## config.mk

```make
export PLATFORM = sky130hd
export DESIGN_NAME = face_bbox
export DESIGN_NICKNAME = d
export VERILOG_FILES = /design/src/rtl/face_bbox_pkg.sv /design/src/rtl/face_bbox_raster_counter.sv /design/src/rtl/face_bbox.sv
export SDC_FILE = /design/constraint.sdc
export NUM_CORES = 1
export LEC_CHECK = 0
export CORE_MARGIN = 2
export CORE_UTILIZATION = 30
export CTS_BUF_LIST = sky130_fd_sc_hd__clkbuf_4
export CTS_CLUSTER_SIZE = 16
export DETAILED_ROUTE_END_ITERATION = 12
export SLEW_MARGIN = 25
export SYNTH_ARGS = -nofsm -noshare
export SYNTH_HDL_FRONTEND = slang
export SYNTH_SLANG_ARGS = --single-unit
```

## constraint.sdc

```tcl
create_clock -name sclk -period 7.43 [get_ports sclk]
set_clock_uncertainty 0.1 [all_clocks]
set_input_delay 1.1145 -clock sclk [delete_from_list [all_inputs] [get_ports sclk]]
set_output_delay 1.1145 -clock sclk [all_outputs]
set_load 0.005 [all_outputs]
```

## src/rtl/face_bbox_pkg.sv

```systemverilog
// Shared definitions for the skin-mask pipeline: frame geometry defaults and
// the frame-tracking FSM encoding used by the bounding-box stage.
package face_bbox_pkg;

    localparam int DEF_IMG_WIDTH  = 640;
    localparam int DEF_IMG_HEIGHT = 480;
    localparam int DEF_X_W        = 10;
    localparam int DEF_Y_W        = 10;

    typedef enum logic {
        WAIT_SOF = 1'b0,
        ACTIVE   = 1'b1
    } bbox_state_t;

endpackage : face_bbox_pkg

```

## src/rtl/face_bbox_raster_counter.sv

```systemverilog
// Raster-order column/row counter. 'clear' restarts at (0,0) and 'step'
// advances one pixel from the restarted or current position.
module raster_counter
    import face_bbox_pkg::*;
#(
    parameter int IMG_WIDTH  = DEF_IMG_WIDTH,
    parameter int IMG_HEIGHT = DEF_IMG_HEIGHT,
    parameter int X_W        = DEF_X_W,
    parameter int Y_W        = DEF_Y_W
) (
    input  logic           sclk,
    input  logic           rst_n,
    input  logic           clear,
    input  logic           step,
    output logic [X_W-1:0] col,
    output logic [Y_W-1:0] row,
    output logic           last_pixel
);

    localparam logic [X_W-1:0] COL_LAST = X_W'(IMG_WIDTH - 1);
    localparam logic [Y_W-1:0] ROW_LAST = Y_W'(IMG_HEIGHT - 1);

    logic [X_W-1:0] col_base, col_next;
    logic [Y_W-1:0] row_base, row_next;

    // NOTE: every signal driven here gets a default before any branch, so no
    // path can leave it unassigned and infer a latch.
    always_comb begin
        col_base = clear ? '0 : col;
        row_base = clear ? '0 : row;
        col_next = col_base;
        row_next = row_base;
        if (step) begin
            if (col_base == COL_LAST) begin
                col_next = '0;
                row_next = (row_base == ROW_LAST) ? '0 : row_base + Y_W'(1);
            end else begin
                col_next = col_base + X_W'(1);
            end
        end
    end

    // NOTE: state registers use non-blocking assignments so every flop in the
    // design samples pre-edge values regardless of block ordering.
    always_ff @(posedge sclk or negedge rst_n) begin
        if (!rst_n) begin
            col <= '0;
            row <= '0;
        end else begin
            col <= col_next;
            row <= row_next;
        end
    end

    assign last_pixel = (col == COL_LAST) && (row == ROW_LAST);

endmodule : raster_counter

```

## src/rtl/face_bbox.sv

```systemverilog
// Per-frame bounding box and pixel count of the binary skin mask; posts one
// result with a box_valid pulse after the last pixel of each complete frame.
module face_bbox
    import face_bbox_pkg::*;
#(
    parameter int IMG_WIDTH  = DEF_IMG_WIDTH,
    parameter int IMG_HEIGHT = DEF_IMG_HEIGHT,
    parameter int X_W        = DEF_X_W,
    parameter int Y_W        = DEF_Y_W,
    parameter int CNT_W      = 19,
    parameter int MIN_PIXELS = 256
) (
    input  logic             sclk,
    input  logic             rst_n,
    input  logic             frame_start,
    input  logic [7:0]       face_data,
    input  logic             face_flag,
    output logic [X_W-1:0]   box_x_min,
    output logic [X_W-1:0]   box_x_max,
    output logic [Y_W-1:0]   box_y_min,
    output logic [Y_W-1:0]   box_y_max,
    output logic [CNT_W-1:0] skin_count,
    output logic             box_found,
    output logic             box_valid,
    output logic             frame_err
);

    localparam logic [CNT_W-1:0] CNT_MAX = '1;
    localparam logic [CNT_W-1:0] CNT_MIN = CNT_W'(MIN_PIXELS);

    bbox_state_t state, state_next;

    logic [X_W-1:0]   col, pix_col;
    logic [Y_W-1:0]   row, pix_row;
    logic             last_pixel;
    logic             pix_valid, fin, fresh, rc_step, skin;

    logic [X_W-1:0]   x_min_q, x_max_q, x_min_d, x_max_d;
    logic [Y_W-1:0]   y_min_q, y_max_q, y_min_d, y_max_d;
    logic [CNT_W-1:0] cnt_q, cnt_d;

    raster_counter #(
        .IMG_WIDTH (IMG_WIDTH),
        .IMG_HEIGHT(IMG_HEIGHT),
        .X_W       (X_W),
        .Y_W       (Y_W)
    ) u_raster (
        .sclk      (sclk),
        .rst_n     (rst_n),
        .clear     (frame_start),
        .step      (rc_step),
        .col       (col),
        .row       (row),
        .last_pixel(last_pixel)
    );

    // A frame_start landing on the last pixel leaves that pixel in the old
    // frame; otherwise the flagged pixel becomes (0,0) of the new one.
    always_comb begin
        pix_valid = face_flag && ((state == ACTIVE) || frame_start);
        fin       = (state == ACTIVE) && face_flag && last_pixel;
        fresh     = frame_start && !fin;
        rc_step   = pix_valid && !(fin && frame_start);
        skin      = (face_data != 8'd0);
        pix_col   = fresh ? '0 : col;
        pix_row   = fresh ? '0 : row;

        x_min_d = fresh ? '1 : x_min_q;
        x_max_d = fresh ? '0 : x_max_q;
        y_min_d = fresh ? '1 : y_min_q;
        y_max_d = fresh ? '0 : y_max_q;
        cnt_d   = fresh ? '0 : cnt_q;

        if (pix_valid && skin) begin
            if (pix_col < x_min_d) x_min_d = pix_col;
            if (pix_col > x_max_d) x_max_d = pix_col;
            if (pix_row < y_min_d) y_min_d = pix_row;
            if (pix_row > y_max_d) y_max_d = pix_row;
            if (cnt_d != CNT_MAX)  cnt_d   = cnt_d + CNT_W'(1);
        end

        state_next = state;
        if (frame_start)
            state_next = ACTIVE;
        else if (fin)
            state_next = WAIT_SOF;
    end

    always_ff @(posedge sclk or negedge rst_n) begin
        if (!rst_n) begin
            state   <= WAIT_SOF;
            x_min_q <= '1;
            x_max_q <= '0;
            y_min_q <= '1;
            y_max_q <= '0;
            cnt_q   <= '0;
        end else begin
            state <= state_next;
            if (fin) begin
                x_min_q <= '1;
                x_max_q <= '0;
                y_min_q <= '1;
                y_max_q <= '0;
                cnt_q   <= '0;
            end else begin
                x_min_q <= x_min_d;
                x_max_q <= x_max_d;
                y_min_q <= y_min_d;
                y_max_q <= y_max_d;
                cnt_q   <= cnt_d;
            end
        end
    end

    // Sentinel extremes are replaced by zeros when the frame held no skin.
    always_ff @(posedge sclk or negedge rst_n) begin
        if (!rst_n) begin
            box_x_min  <= '0;
            box_x_max  <= '0;
            box_y_min  <= '0;
            box_y_max  <= '0;
            skin_count <= '0;
            box_found  <= 1'b0;
            box_valid  <= 1'b0;
            frame_err  <= 1'b0;
        end else begin
            box_valid <= fin;
            frame_err <= (state == ACTIVE) && frame_start && !fin;
            if (fin) begin
                if (cnt_d == '0) begin
                    box_x_min <= '0;
                    box_x_max <= '0;
                    box_y_min <= '0;
                    box_y_max <= '0;
                end else begin
                    box_x_min <= x_min_d;
                    box_x_max <= x_max_d;
                    box_y_min <= y_min_d;
                    box_y_max <= y_max_d;
                end
                skin_count <= cnt_d;
                box_found  <= (cnt_d >= CNT_MIN);
            end
        end
    end

endmodule : face_bbox

```

# Yosys cells after proc, flatten, opt, wreduce, memory -nomap -nowiden
# Cells that the tools add are included.
# word_totals
input_bits,12
out_inout_bits,62
register_bits,142
# classes
addsub,3
n_mux,35
n_eq_ne,5
reduce_logical,16
magnitude_cmp,5
# op_table
op,count
$mux 10,29
$mux 19,4
$add 10x1->10 const B,2
$eq 10x10->1 const B,2
$eq 10x9->1 const B,2
$gt 10x10->1,2
$lt 10x10->1,2
$add 19x1->19 const B,1
$ge 19x9->1 const B,1
$logic_not 19->1,1
$ne 19x19->1 const B,1
$logic_and 1x1->1,10
$reduce_bool 8->1,1
$logic_not 1->1,2
$mux 1,2
$reduce_bool 2->1,1
$logic_or 1x1->1,1

# Longest topological paths before layout
# Gate-level depths: netlist of run 1.
# logic_depth
depth_word,11
depth_mapped,17
ltp_nobuf,14

# Cells and area by module
# Synthesis of run 1 repeated with hierarchy kept, for this count alone.
# hier_totals
hier_cells,870
hier_area_um2,7977.7
# modules_own_cells
module,instances,area_each_um2,cells_each
face_bbox,1,6836.6,746
raster_counter,1,1141.1,124

# Worst setup path after synthesis of run 1
# OpenSTA, ideal clock, no wires.
# synth_path
kind,input to register
start,in face_flag
end,reg box_y_min[6]
path_stages,17
required_ps,7196
arrival_ps,4760
setup_slack_ps,2436
cell_sequence,nand2_1 or4_1 o21ai_2 buf_2 buf_2 and2_1 ha_1 inv_2 nor4_1 a21oi_1 buf_2 a211o_1 o21ai_0 nand4_1 nor4b_4 buf_6 a211oi_2
# synth_via
elab_chain_cells,10
# synth_rtl
item,line,text
"start, declared",face_bbox.sv:17,"input logic face_flag,"
$logic_and 1x1->1 (2 in a row),face_bbox.sv:61,fin = (state == ACTIVE) && face_flag && last_pixel;
$logic_not 1->1,face_bbox.sv:62,fresh = frame_start && !fin;
$logic_and 1x1->1,face_bbox.sv:62,
$mux 19,face_bbox.sv:72,cnt_d = fresh ? '0 : cnt_q;
$add 19x1->19 / $ne 19x19->1 (equally long branches),face_bbox.sv:79,if (cnt_d != CNT_MAX) cnt_d = cnt_d + CNT_W'(1);
$mux 19,face_bbox.sv:79,
$mux 19,face_bbox.sv:74,if (pix_valid && skin) begin
$logic_not 19->1,face_bbox.sv:130,if (cnt_d == '0) begin
$mux 10,face_bbox.sv:130,
"end signal, assigned",face_bbox.sv:138,box_y_min <= y_min_d;
"end, declared",face_bbox.sv:20,"output logic [Y_W-1:0] box_y_min,"
# Parallel ways exist; a longest one is shown, timed or not.
# A chain may end at the register's enable or synchronous reset.

# Worst setup path after layout of run 1
# layout_path
start,in face_flag
end,reg box_y_min[9]
# Same word-level chain as after synthesis.

==> impl_metrics.csv, run 1 <==
group,metric,value,unit
critical_path,crit_family,"simple AND/OR/NAND/NOR gates",
place,io_buffers,73,
floorplan,ios,74,
floorplan,core,26700,µm²
route,drt_iter0_markers,374,
critical_path,crit_path_max_incr_delay,0.67,ns
critical_path,worstSetupPathType,"input pin to flip-flop",
sta,slew_headroom,39.8,%
place,globalplace.congestion,0.888,
route,wl_per_cell,15.4,µm
sta,rsz0062_at_grt,"false",
layout,nets,991,
place,pre_cts_slack,1.20,ns
critical_path,path_max_fanout,40,
place,dp_hpwl,14100,µm
logic_synthesis,syn-cell-area,8070,µm²
clock_tree,cts_resized,0,
sta,setup_violations,0,
global_route,grt_pass1_wl,32900,µm
layout,mostFrequentLayoutCell,"nand2_1",
layout,drive_gt1_share,13.9,%
run,drv_cap,0,
route,dr.pass1.iters,4,
sta,post-route-period-util,76.4,%
logic_synthesis,muxShareOfSynthArea,3.30,%
route,drc,0,
sta,drv_slew,0,
place,place_area,9070,µm²
clock_tree,h-tree-depth,4,
pwr,power.density,152,nW/µm²
floorplan,die_h,168,µm
logic_synthesis,synthSimpleGateAreaFrac,25.7,%
route,vias,6415,
floorplan,die_area,28200,µm²
clock_tree,hold_buffers,0,
global_route,grt_overflow_total,0,
logic_synthesis,async_reset_ff_share,100,%
clock_tree,clk_latency,0.58,ns
logic_synthesis,synth_top_family_by_area,"simple AND/OR/NAND/NOR gates",
worst_hold_path,hold_path.class,"input pin to asynchronous set/reset pin",
logic_synthesis,ys_seq_area_share,44.4,%
sta,final_hold_viol_count,0,
clock_tree,cts_root_buf,"clkbuf_4",
clock_tree,tritoncts,"built",
critical_path,cp_slowest_cell,"or4_1",
logic_synthesis,syn_avg_cell_area,9.14,µm²
logic_synthesis,ys_seq_elements,142,
route,postRouteAntennaNets,0,
critical_path,worstPathArrival,6.02,ns
clock_tree,post_cts_buffers,0,
floorplan,start_util,30.3,%
route,routed_via_density,4.96,
logic_synthesis,synth_warnings,0,
global_route,grt_pass1_vias,6234,
clock_tree,clock_sink_count,142,
outcome,status,"finished, final reports clean",
floorplan,die_w,168,µm
sta,finalCriticalPeriod,5.68,ns
logic_synthesis,syn_inst,883,
clock_tree,clk_path_buf_depth,2,
critical_path,crit_buf_inv,3,
logic_synthesis,synth_edf_count,0,
global_route,grt_usage,14.5,%
layout,layout_common_cells,"nand2_1 (171), dfrtp_1 (122), nor2_1 (108)",
layout,final_cell_area,9370,µm²
logic_synthesis,ys.flop_type,"dfrtp_1",
sta,layout_setup_ws,1.75,ns
critical_path,crit_chain,"clkdlybuf4s50_1 > nand2_1 > or4_1 > o21ai_2 > and2_1 > ha_1 > inv_2 > nor4_1 > a21oi_1 > a211o_1 > o21ai_0 > nand4_1 > nor4b_4 > buf_4 > nor2_1",
pwr,p_leak,4.18,nW
clock_tree,clk_pin_slew_worst_paths,0.14,ns
critical_path,end_kind,"flip-flop",
critical_path,rrSetupSlack,2.19,ns
pwr,peakVddDrop,0.0791,mV
sta,tightest_slew,0.903,ns
logic_synthesis,synthAdderAreaFrac,6.36,%
sta,max_freq,0.176,GHz
floorplan,floorplan.rows,60,
global_route,antenna_found_initial,1,
logic_synthesis,synth_cell_types,72,
global_route,grt_start_max_net_pins,81,
logic_synthesis,synth.net_count,936,
route,routed_wl,19900,µm
sta,timing.hold.ws,0.349,ns
logic_synthesis,synth_xor_area_share,2.39,%
pwr,total_power,1.43,mW
layout,area_delta_synth_final,16.2,%
logic_synthesis,synth-compound-area-share,13.6,%
sta,tns,0,ns
critical_path,crit_required,7.77,ns
clock_tree,cts_buffers,17,
critical_path,start_kind,"input pin",
[area by class of cell]
class	instances	area [µm²]
timing repair buffer	82	800
clock inverter	14	158
multi-input combinational	666	4160
antenna	1	2.50
clock buffer	18	135
tap	341	427
inverter	29	109
sequential	142	3580
fill	2709	17300
[worst register-to-register path: stages, from the launching register on]
cell and delay, ns:
dfrtp_1 0.46, or3b_1 0.42, or4_4 0.57, o21ai_2 0.52, and2_1 0.25, ha_1 0.37, inv_2 0.10, nor4_1 0.45
a21oi_1 0.38, a211o_1 0.34, o21ai_0 0.09, nand4_1 0.17, nor4b_4 0.22, buf_4 0.53, nor2_1 0.13
[Yosys cell counts (19+ instances only)]
cell / number / area, µm²
nor3b_2: 19 / 238
mux2_2: 21 / 236
nand2_1: 171 / 642
dfstp_2: 20 / 526
inv_1: 28 / 105
dfrtp_1: 122 / 3050
nand3_1: 21 / 105
clkbuf_1: 27 / 101
o21ai_0: 60 / 300
a21oi_1: 36 / 180
nor2_1: 109 / 409
ha_1: 41 / 513
[per-stage QoR]
step	std cells	util (%)
detailed placement	1260	34.1
global route	1293	35.2
floorplan	883	-
global placement	1260	34.1
CTS	1292	35.2
finish	1293	35.2
[power breakdown]
group	total, mW	switching [mW]	internal [mW]
registers	0.800	0.00888	0.791
logic	0.0978	0.0659	0.0319
clock network	0.530	0.321	0.209
total	1.43	0.396	1.03
[sequential cells by signal, summed over array words and instances (netlist names)]
name / flops
frame_err: 1
y_max_q: 10
box_x_max: 10
box_found: 1
box_valid: 1
x_max_q: 10
box_y_min: 10
box_y_max: 10
box_x_min: 10
state: 1
skin_count: 19
cnt_q: 19
u_raster.col: 10
x_min_q: 10
y_min_q: 10
u_raster.row: 10
[cells by family (layout without fill, tap and decap cells)]
logic type,after synthesis,count (layout)
AOI/OAI and AO/OA,166,166
xor gates and xnor gates,22,22
adders and majority gates,41,41
buffers and inverters,75,143
DFF,142,142
muxes,24,24
other,0,1
and+or+nand+nor,413,413
[worst paths after layout]
kind                                 start             to  depth (start not counted)
min in group sclk            skin_count[2]  skin_count[2]                          2
max in group asynchronous            rst_n     x_min_q[4]                          2
max                              face_flag   box_y_min[9]                         15
min reg2reg                  skin_count[2]  skin_count[2]                          2
max reg2reg                u_raster.col[7]   box_y_min[9]                         14
min                                  rst_n  skin_count[9]                          1
[routing by layer]
metal | track usage [%] | up-vias | part of all wire [%]
met5 | 0 | - | 0
met4 | 4.46 | 0 | 1.4
met3 | 2.91 | 19 | 4.4
li1 | - | 3175 | -
met1 | 20.5 | 3081 | 49
met2 | 22.4 | 140 | 45
Power figures use the tool's default switching activity.
==> run 2, diff against run 1 <==
Clock period 7.43 ns to 4.9 ns, I/O delays scaled along.
==> run 2 against run 1 <==
Compared with the run above:
- die area did not move
- clock power grew 63%
- core utilization increased by 0.69 points
- hold slack got worse by 0.22 ns
- sequential power increased by 51%
- non-clock buffer count increased by 17
- critical path depth fell by 1
- sequential share of layout area decreased by 0.74 points
==> impl_metrics.csv, run 2 (synthesis gave the netlist of run 1 again) <==
group,metric,value,unit
outcome,status,"finished, final reports clean",
critical_path,crit_path_max_incr_delay,0.58,ns
place,placed_cells,1277,
route,drt_iter0_markers,486,
floorplan,die_area,28200,µm²
critical_path,rrSetupSlack,0.43,ns
route,drc,0,
pwr,p_leak,4.28,nW
route,postRouteAntennaNets,0,
layout,nets,1008,
place,place_area,9230,µm²
sta,drv_slew,0,
place,globalplace.congestion,0.874,
critical_path,crit_required,5.23,ns
run,drv_cap,0,
clock_tree,tritoncts,"built",
sta,finalCriticalPeriod,4.47,ns
layout,drive_gt1_share,15.1,%
clock_tree,post_cts_buffers,0,
sta,rsz0062_at_grt,"false",
clock_tree,cts_root_buf,"clkbuf_4",
critical_path,worstPathArrival,4.80,ns
route,wl_per_cell,15.5,µm
clock_tree,clk_latency,0.56,ns
floorplan,ios,74,
critical_path,start_kind,"flip-flop",
clock_tree,h-tree-depth,4,
clock_tree,clk_pin_slew_worst_paths,0.14,ns
floorplan,start_util,30.3,%
floorplan,die_h,168,µm
global_route,grt_overflow_total,0,
place,io_buffers,73,
global_route,antenna_found_initial,1,
critical_path,crit_buf_inv,3,
critical_path,crit_chain,"or3b_1 > or4_4 > o21ai_2 > and2_1 > ha_1 > inv_2 > nor4_1 > a21oi_1 > buf_4 > o31ai_1 > nand4_1 > nor4b_4 > buf_12 > nor3b_2",
critical_path,critPathCapture,"box_y_max[8]",
layout,final_cell_area,9550,µm²
floorplan,floorplan.rows,60,
place,pre_cts_slack,0.102,ns
critical_path,path_max_fanout,40,
critical_path,worstSetupPathType,"flip-flop to flip-flop",
global_route,grt_pass1_vias,6345,
sta,timing.hold.ws,0.129,ns
pwr,power.density,234,nW/µm²
clock_tree,cts_buffers,17,
sta,slew_headroom,43.9,%
global_route,grt_usage,15.0,%
route,vias,6423,
critical_path,crit_family,"simple AND/OR/NAND/NOR gates",
place,dp_hpwl,14400,µm
layout,mostFrequentLayoutCell,"nand2_1",
sta,post-route-period-util,91.2,%
route,routed_wl,20300,µm
global_route,grt_pass1_wl,33900,µm
clock_tree,hold_buffers,0,
sta,max_freq,0.224,GHz
critical_path,critPathLaunch,"u_raster.col[7]",
route,routed_via_density,4.90,
global_route,grt_start_max_net_pins,105,
critical_path,end_kind,"flip-flop",
critical_path,rr_worst_depth,14,
sta,layout_setup_ws,0.431,ns
critical_path,cp_slowest_cell,"or4_4",
critical_path,timing.rr.start,"u_raster.col[7]",
sta,tightest_slew,0.820,ns
pwr,peakVddDrop,0.162,mV
clock_tree,cts_resized,0,
route,dr.pass1.iters,4,
layout,instances_no_fill,1310,
layout,fillers,2683,
sta,tns,0,ns
sta,setup_violations,0,
layout,layout_common_cells,"nand2_1 (171), dfrtp_1 (122), nor2_1 (108)",
sta,final_hold_viol_count,0,
floorplan,die_w,168,µm
critical_path,crit_cells,14,
clock_tree,clock_sink_count,142,
floorplan,core,26700,µm²
worst_hold_path,hold_path.class,"input pin to asynchronous set/reset pin",
layout,area_delta_synth_final,18.4,%
clock_tree,clk_path_buf_depth,2,
layout,reg_top3,"cnt_q: 19 flops, skin_count: 19 flops",
critical_path,timing.rr.end,"box_y_max[8]",
-- run 2: area by class of cell --
type	instances	area [µm²]	area share [%]
diodes	1	2.50	0.0262
clock buffers	17	128	1.34
clock inverters	15	194	2.03
inverters	29	109	1.14
multi-input cells	666	4160	43.6
flip-flops and latches	142	3580	37.5
well taps	341	427	4.47
repair buffers	99	955	9.99
-- run 2: per-stage QoR --
stage,power (mW),utilization (%)
after floorplan,1.32,-
after global placement,1.39,34.6
after detailed placement,1.39,34.6
after CTS,2.27,35.8
after global routing,2.33,35.8
final,2.24,35.8
-- run 2: report_power, final --
part	internal (mW)	switching, mW
clock	0.403	0.462
sequential	1.20	0.0138
combinational	0.0543	0.103
-- run 2: metal layers --
| layer | GRT usage, % | share of wire (%) | vias to the layer above |
|---|---|---|---|
| li1 | - | - | 3201 |
| met1 | 21.7 | 50 | 3071 |
| met2 | 23.0 | 45 | 138 |
| met3 | 2.54 | 4.2 | 13 |
| met4 | 4.16 | 1.1 | 0 |
| met5 | 0 | 0 | - |
-- run 2: worst min-delay path by stage --
stage	start	depth (start not counted)	slack, ns	to
2_1_floorplan	rst_n	0	0.34	box_found
6_report	rst_n	1	0.13	skin_count[5]
3_5_place_dp	skin_count[18]	2	0.37	skin_count[18]
5_1_grt	rst_n	1	0.19	skin_count[9]
4_1_cts	rst_n	1	0.19	skin_count[5]
3_3_place_gp	skin_count[18]	2	0.36	skin_count[18]
==> run 3, diff against run 2 <==
Settings changed: HOLD_SLACK_MARGIN from default to 0.1.
==> results of run 3 <==
No change in the layout: final DEF, timing and power equal those of run 2.
